**config.mk**
```make
export PLATFORM = sky130hd
export DESIGN_NAME = conv_operand_sequencer_flat
export DESIGN_NICKNAME = d
export VERILOG_FILES = /design/src/rtl/conv_operand_sequencer_if.sv /design/src/rtl/conv_operand_sequencer.sv /design/src/flat_wrapper.sv
export SDC_FILE = /design/constraint.sdc
export NUM_CORES = 1
export LEC_CHECK = 0
export BUFFER_PORTS_ARGS = -buffer_cell sky130_fd_sc_hd__buf_2
export CAP_MARGIN = 20
export CORE_ASPECT_RATIO = 1.2
export CORE_MARGIN = 2
export CORE_UTILIZATION = 50
export DETAILED_ROUTE_END_ITERATION = 16
export PLACE_DENSITY = 0.8
export SYNTH_ARGS = -nofsm -noshare
export SYNTH_HDL_FRONTEND = slang
export SYNTH_SLANG_ARGS = --single-unit
```
**constraint.sdc**
```tcl
create_clock -name clk -period 2 [get_ports clk]
set_input_delay 0 -clock clk [delete_from_list [all_inputs] [get_ports clk]]
set_output_delay 0 -clock clk [all_outputs]
set_load 0.005 [all_outputs]
```
**src/rtl/conv_operand_sequencer_if.sv**
```systemverilog
// Load/stream bus of the convolution operand sequencer.
// master = producer/consumer side, slave = sequencer.
interface conv_operand_sequencer_if #(
    parameter int unsigned DW = 16
);
    logic          load_valid;
    logic          load_ready;
    logic [DW-1:0] load_pixel;
    logic [DW-1:0] load_weight;
    logic          start;
    logic          busy;
    logic [DW-1:0] pixel_out;
    logic [DW-1:0] weight_out;
    logic          sel_out;
    logic          out_valid;
    logic [3:0]    tap_idx;
    logic          done;

    modport master (
        output load_valid, load_pixel, load_weight, start,
        input  load_ready, busy, pixel_out, weight_out, sel_out, out_valid, tap_idx, done
    );

    modport slave (
        input  load_valid, load_pixel, load_weight, start,
        output load_ready, busy, pixel_out, weight_out, sel_out, out_valid, tap_idx, done
    );
endinterface

```
**src/rtl/conv_operand_sequencer.sv**
```systemverilog
// Buffers one window of TAPS pixel/weight pairs and presents each tap to the
// FP16 operand mux for two cycles: pixel phase (sel 0) then weight phase (sel 1).
module conv_operand_sequencer #(
    parameter int unsigned TAPS = 9,
    parameter int unsigned DW   = 16
) (
    input  logic                     clk,
    input  logic                     rst,
    conv_operand_sequencer_if.slave  bus
);
    localparam int unsigned CW = $clog2(TAPS + 1);
    localparam int unsigned AW = (TAPS > 1) ? $clog2(TAPS) : 1;
    localparam int unsigned TW = 4;

    typedef enum logic [1:0] {
        LOAD   = 2'd0,
        FULL   = 2'd1,
        STREAM = 2'd2
    } state_t;

    state_t        state;
    logic [CW-1:0] count;
    logic [DW-1:0] pix_mem [TAPS];
    logic [DW-1:0] wgt_mem [TAPS];

    logic          accept_c;
    logic [TW-1:0] next_tap_c;
    logic          last_tap_c;

    assign accept_c   = (state == LOAD) && bus.load_valid && bus.load_ready;
    assign next_tap_c = bus.tap_idx + TW'(1);
    assign last_tap_c = (bus.tap_idx == TW'(TAPS - 1));

    // Window storage; contents are only meaningful once the slot has been loaded.
    always_ff @(posedge clk) begin
        if (accept_c) begin
            pix_mem[AW'(count)] <= bus.load_pixel;
            wgt_mem[AW'(count)] <= bus.load_weight;
        end
    end

    // Sequencer FSM with registered outputs.
    always_ff @(posedge clk) begin
        if (rst) begin
            state          <= LOAD;
            count          <= '0;
            bus.load_ready <= 1'b1;
            bus.busy       <= 1'b0;
            bus.out_valid  <= 1'b0;
            bus.sel_out    <= 1'b0;
            bus.done       <= 1'b0;
            bus.pixel_out  <= '0;
            bus.weight_out <= '0;
            bus.tap_idx    <= '0;
        end else begin
            bus.done <= 1'b0;
            unique case (state)
                LOAD: begin
                    if (accept_c) begin
                        count <= count + CW'(1);
                        if (count == CW'(TAPS - 1)) begin
                            state          <= FULL;
                            bus.load_ready <= 1'b0;
                        end
                    end
                end
                FULL: begin
                    // start wins over a concurrent load; load_ready is already low here
                    if (bus.start) begin
                        state          <= STREAM;
                        bus.busy       <= 1'b1;
                        bus.out_valid  <= 1'b1;
                        bus.sel_out    <= 1'b0;
                        bus.tap_idx    <= '0;
                        bus.pixel_out  <= pix_mem[AW'(0)];
                        bus.weight_out <= wgt_mem[AW'(0)];
                    end
                end
                STREAM: begin
                    if (!bus.sel_out) begin
                        bus.sel_out <= 1'b1;
                    end else if (last_tap_c) begin
                        // operands and tap index hold their last values while invalid
                        state          <= LOAD;
                        count          <= '0;
                        bus.load_ready <= 1'b1;
                        bus.busy       <= 1'b0;
                        bus.out_valid  <= 1'b0;
                        bus.sel_out    <= 1'b0;
                        bus.done       <= 1'b1;
                    end else begin
                        bus.sel_out    <= 1'b0;
                        bus.tap_idx    <= next_tap_c;
                        bus.pixel_out  <= pix_mem[AW'(next_tap_c)];
                        bus.weight_out <= wgt_mem[AW'(next_tap_c)];
                    end
                end
                default: begin
                    state <= LOAD;
                end
            endcase
        end
    end
endmodule

```
**src/flat_wrapper.sv**
```systemverilog
// flat-port wrapper written by rule: the top's interface ports become plain ports
module conv_operand_sequencer_flat 
#(
    parameter int unsigned TAPS = 9,
    parameter int unsigned DW   = 16
)
  (clk, rst, bus_load_valid, bus_load_pixel, bus_load_weight, bus_start, bus_load_ready, bus_busy, bus_pixel_out, bus_weight_out, bus_sel_out, bus_out_valid, bus_tap_idx, bus_done);
  conv_operand_sequencer_if #(.DW(DW)) bus_i ();
  input  logic clk;
  input  logic rst;
  input wire logic [$bits(bus_i.load_valid)-1:0] bus_load_valid;
  input wire logic [$bits(bus_i.load_pixel)-1:0] bus_load_pixel;
  input wire logic [$bits(bus_i.load_weight)-1:0] bus_load_weight;
  input wire logic [$bits(bus_i.start)-1:0] bus_start;
  output wire logic [$bits(bus_i.load_ready)-1:0] bus_load_ready;
  output wire logic [$bits(bus_i.busy)-1:0] bus_busy;
  output wire logic [$bits(bus_i.pixel_out)-1:0] bus_pixel_out;
  output wire logic [$bits(bus_i.weight_out)-1:0] bus_weight_out;
  output wire logic [$bits(bus_i.sel_out)-1:0] bus_sel_out;
  output wire logic [$bits(bus_i.out_valid)-1:0] bus_out_valid;
  output wire logic [$bits(bus_i.tap_idx)-1:0] bus_tap_idx;
  output wire logic [$bits(bus_i.done)-1:0] bus_done;
  assign bus_i.load_valid = bus_load_valid;
  assign bus_i.load_pixel = bus_load_pixel;
  assign bus_i.load_weight = bus_load_weight;
  assign bus_i.start = bus_start;
  assign bus_load_ready = bus_i.load_ready;
  assign bus_busy = bus_i.busy;
  assign bus_pixel_out = bus_i.pixel_out;
  assign bus_weight_out = bus_i.weight_out;
  assign bus_sel_out = bus_i.sel_out;
  assign bus_out_valid = bus_i.out_valid;
  assign bus_tap_idx = bus_i.tap_idx;
  assign bus_done = bus_i.done;
  conv_operand_sequencer #(.TAPS(TAPS), .DW(DW)) u_core (.clk(clk), .rst(rst), .bus(bus_i));
endmodule
```
==> metrics.txt <==
DP Wirelength 17200 um; Cells after Synth 788; Yosys top cell by area edfxtp_1; Max Cap Viol 0; worst-margin pin slew 682 ps; launch point of the worst path u_core.bus.tap_idx[1]$_SDFFE_PP0P_; Mapped Area 0.0134 mm^2; Slew headroom 0.546; Clock Sinks 334; GR Overflow Total 0; final hold viol count 0; FFs w/ async S/R, synth 0; area delta synth->final 20.2%; Static Leakage 5.19 nW; pwr/cell area 865 mW/mm^2; top-area cell type share of the netlist area 0.643; global placement routability congestion 0.763; wire per inst 24.2 um; Vias 7809; Design Area, Final 0.0162 mm^2; final worst-path cycle share 0.987; yosys warns 0; row cnt 65; startpoint types register; sequential fraction of the synthesis area 0.712; number of global-route vias before repair 7988; CP required 2440 ps; H-tree depth 1; max frequency 0.507 GHz; Core Region 0.0264 mm^2; Layout Nets 975; clock root buffer clkbuf_16; Crit Reg-Reg Endpoint u_core.bus.pixel_out[0]$_SDFFE_PP0P_; Post-DP Area 0.0146 mm^2; Post-Route WL 31300 um; final critical-path required period 1970 ps; Synth Flop Type edfxtp_1; reg2reg path depth 8; initial antenna violation count 1; clock-pin slew on the worst setup and hold paths 70 ps; setup TNS 0 ps; worst setup margin 26.1 ps; Crit. End Element register; Inserted Clock Buffers 31; EDFF count, synth 288; antenna-violating nets left 0; Hold Path Sink u_core.wgt_mem[4][7]$_DFFE_PP_; first-pass GRT wire length 46200 um; Cell variety after synth 42; Core Util, Final 0.613; largest net degree at the start of global routing 33; Worst Path Max Fanout 21; Worst R2R Setup Slack 30 ps; Post-route DRC 0; hold path startpoint bus_load_weight[7]; clk buf depth 3; GRT Overall Usage 0.215; Syn Area/Cell 17.1 um^2; Worst R2R Start u_core.bus.tap_idx[1]$_SDFFE_PP0P_; die width 154 um; hold path cells 2; layout cells sized above 1 0.303; drt initial violations 775; die area 0.0282 mm^2; CP Class register to register; initial core utilization 0.510; Worst VDD drop 0.639 mV; drt pass-1 iters 5; clk_skew 15.1 ps; final setup vio count 0; IO Pins 77; Worst Hold Class input port to register; Buffers on Ports 76; Die Ht 184 um; post-synth net total 830; ranking of synthesized cells by area edfxtp_1 64%, mux2i_1 9.5%, dfxtp_1 6.8%, a221oi_2 3.1%, a22oi_2 2.7%; pre-CTS setup slack 39.5 ps; Final Max Tran Viols 0; Synth Register Bits 334; vias per cell 6.03; later-pin clock latency in the skew report 560 ps; status complete, no violations; arrival time worst endpoint 2420 ps; CTS tree done
## registers in the layout, indices dropped and copies added, names as in the netlist
name and flops:
u_core.bus.busy 1, u_core.bus.done 1, u_core.bus.load_ready 1, u_core.bus.pixel_out 16, u_core.bus.sel_out 1, u_core.bus.tap_idx 4
u_core.bus.weight_out 16, u_core.count 4, u_core.pix_mem 144, u_core.state 2, u_core.wgt_mem 144
## how the worst max path moves through the flow
| stage | end | cells past startpoint |
|---|---|---|
| floorplan | u_core.pix_mem[2][0]$_DFFE_PP_ | 3 |
| global placement | u_core.bus.weight_out[9]$_SDFFE_PP0P_ | 8 |
| detailed placement | u_core.bus.weight_out[2]$_SDFFE_PP0P_ | 8 |
| CTS | u_core.bus.pixel_out[6]$_SDFFE_PP0P_ | 7 |
| global route | u_core.bus.pixel_out[0]$_SDFFE_PP0P_ | 8 |
| finish | u_core.bus.pixel_out[0]$_SDFFE_PP0P_ | 8 |
## synthesized netlist by cell type (2+ instances only)
library cell and instances:
nand2_1 9, a31oi_1 3, nor2_1 42, and2_1 12, buf_4 5, a221oi_2 28, a22oi_2 29, edfxtp_1 288
nor3_1 5, xor2_1 3, xnor2_1 2, dfxtp_1 46, a211oi_1 3, ha_1 6, a22oi_1 35, mux2i_1 128
a21oi_1 7, clkbuf_1 15, a211oi_2 28, a221oi_1 3, nand3_1 37, buf_2 19, buf_6 11, inv_1 6
## cell usage in the layout (no fill, tap or decap), types with 8 or more instances in the layout
cell type and instances:
clkbuf_16 33, a221oi_2 29, a22oi_2 30, clkinv_2 8
buf_4 22, dlygate4sd3_1 36, a22oi_1 34, edfxtp_1 288
a211oi_2 28, buf_12 25, and2_2 11, dfxtp_1 44
nand2_1 9, nor2_1 39, buf_2 76, nand3_1 37
mux2i_1 128
## power by group
group          internal, W  leakage, nW  switching, W  total [W]
clock network      0.00337        0.508       0.00251    0.00588
logic             0.000146         1.70      0.000239   0.000385
registers          0.00767         2.98     0.0000497    0.00772
total               0.0112         5.19       0.00279     0.0140
## routing by layer
metal	track usage	wire length (um)
met1	0.275	12500
met2	0.377	15800
met3	0.0321	2370
met4	0.0708	686
met5	0	0
## logic make-up after synthesis
family	after synthesis	share of synthesized area
DFF	334	0.712
muxes	128	0.0953
AOI/OAI and AO/OA	139	0.113
and+or+nand+nor	117	0.0437
xor gates and xnor gates	5	0.00326
adders and majority gates	6	0.00558
buffers and inverters	59	0.0273
## worst max-delay path, stage by stage (launching register included)
cell and delay (ps):
dfxtp_2 370, inv_1 80, ha_4 310, buf_12 130
buf_12 190, mux2i_1 100, a22oi_1 240, nand3_1 140
a211oi_1 310
## through the flow
stage / instances / hold slack, ps / power (W)
after floorplan: 788 / 98.9 / 0.00799
after global placement: 1192 / 276 / 0.00818
after detailed placement: 1192 / 287 / 0.00820
after CTS: 1285 / 242 / 0.0140
after global routing: 1293 / 268 / 0.0143
final: 1294 / 257 / 0.0140
## repair_timing
action                     4_1_cts  5_1_grt
hold endpoints to repair       299        0
pin swaps                        2        2
gates cloned                     0        2
resized for setup                3       11
buffers inserted                 0        5
setup endpoints to repair        2       28
hold buffers                    36        0
## cell type report
type                       instances  area (um^2)
antenna                            2         5.00
clock buffer                      38          842
clock inverter                    19          179
fill                            1884        10200
inverter                           6         22.5
multi-input combinational        395         3590
sequential                       334         9570
tap                              335          419
timing repair buffer             165         1540
Note: power is estimated with default switching activity, not from simulation.
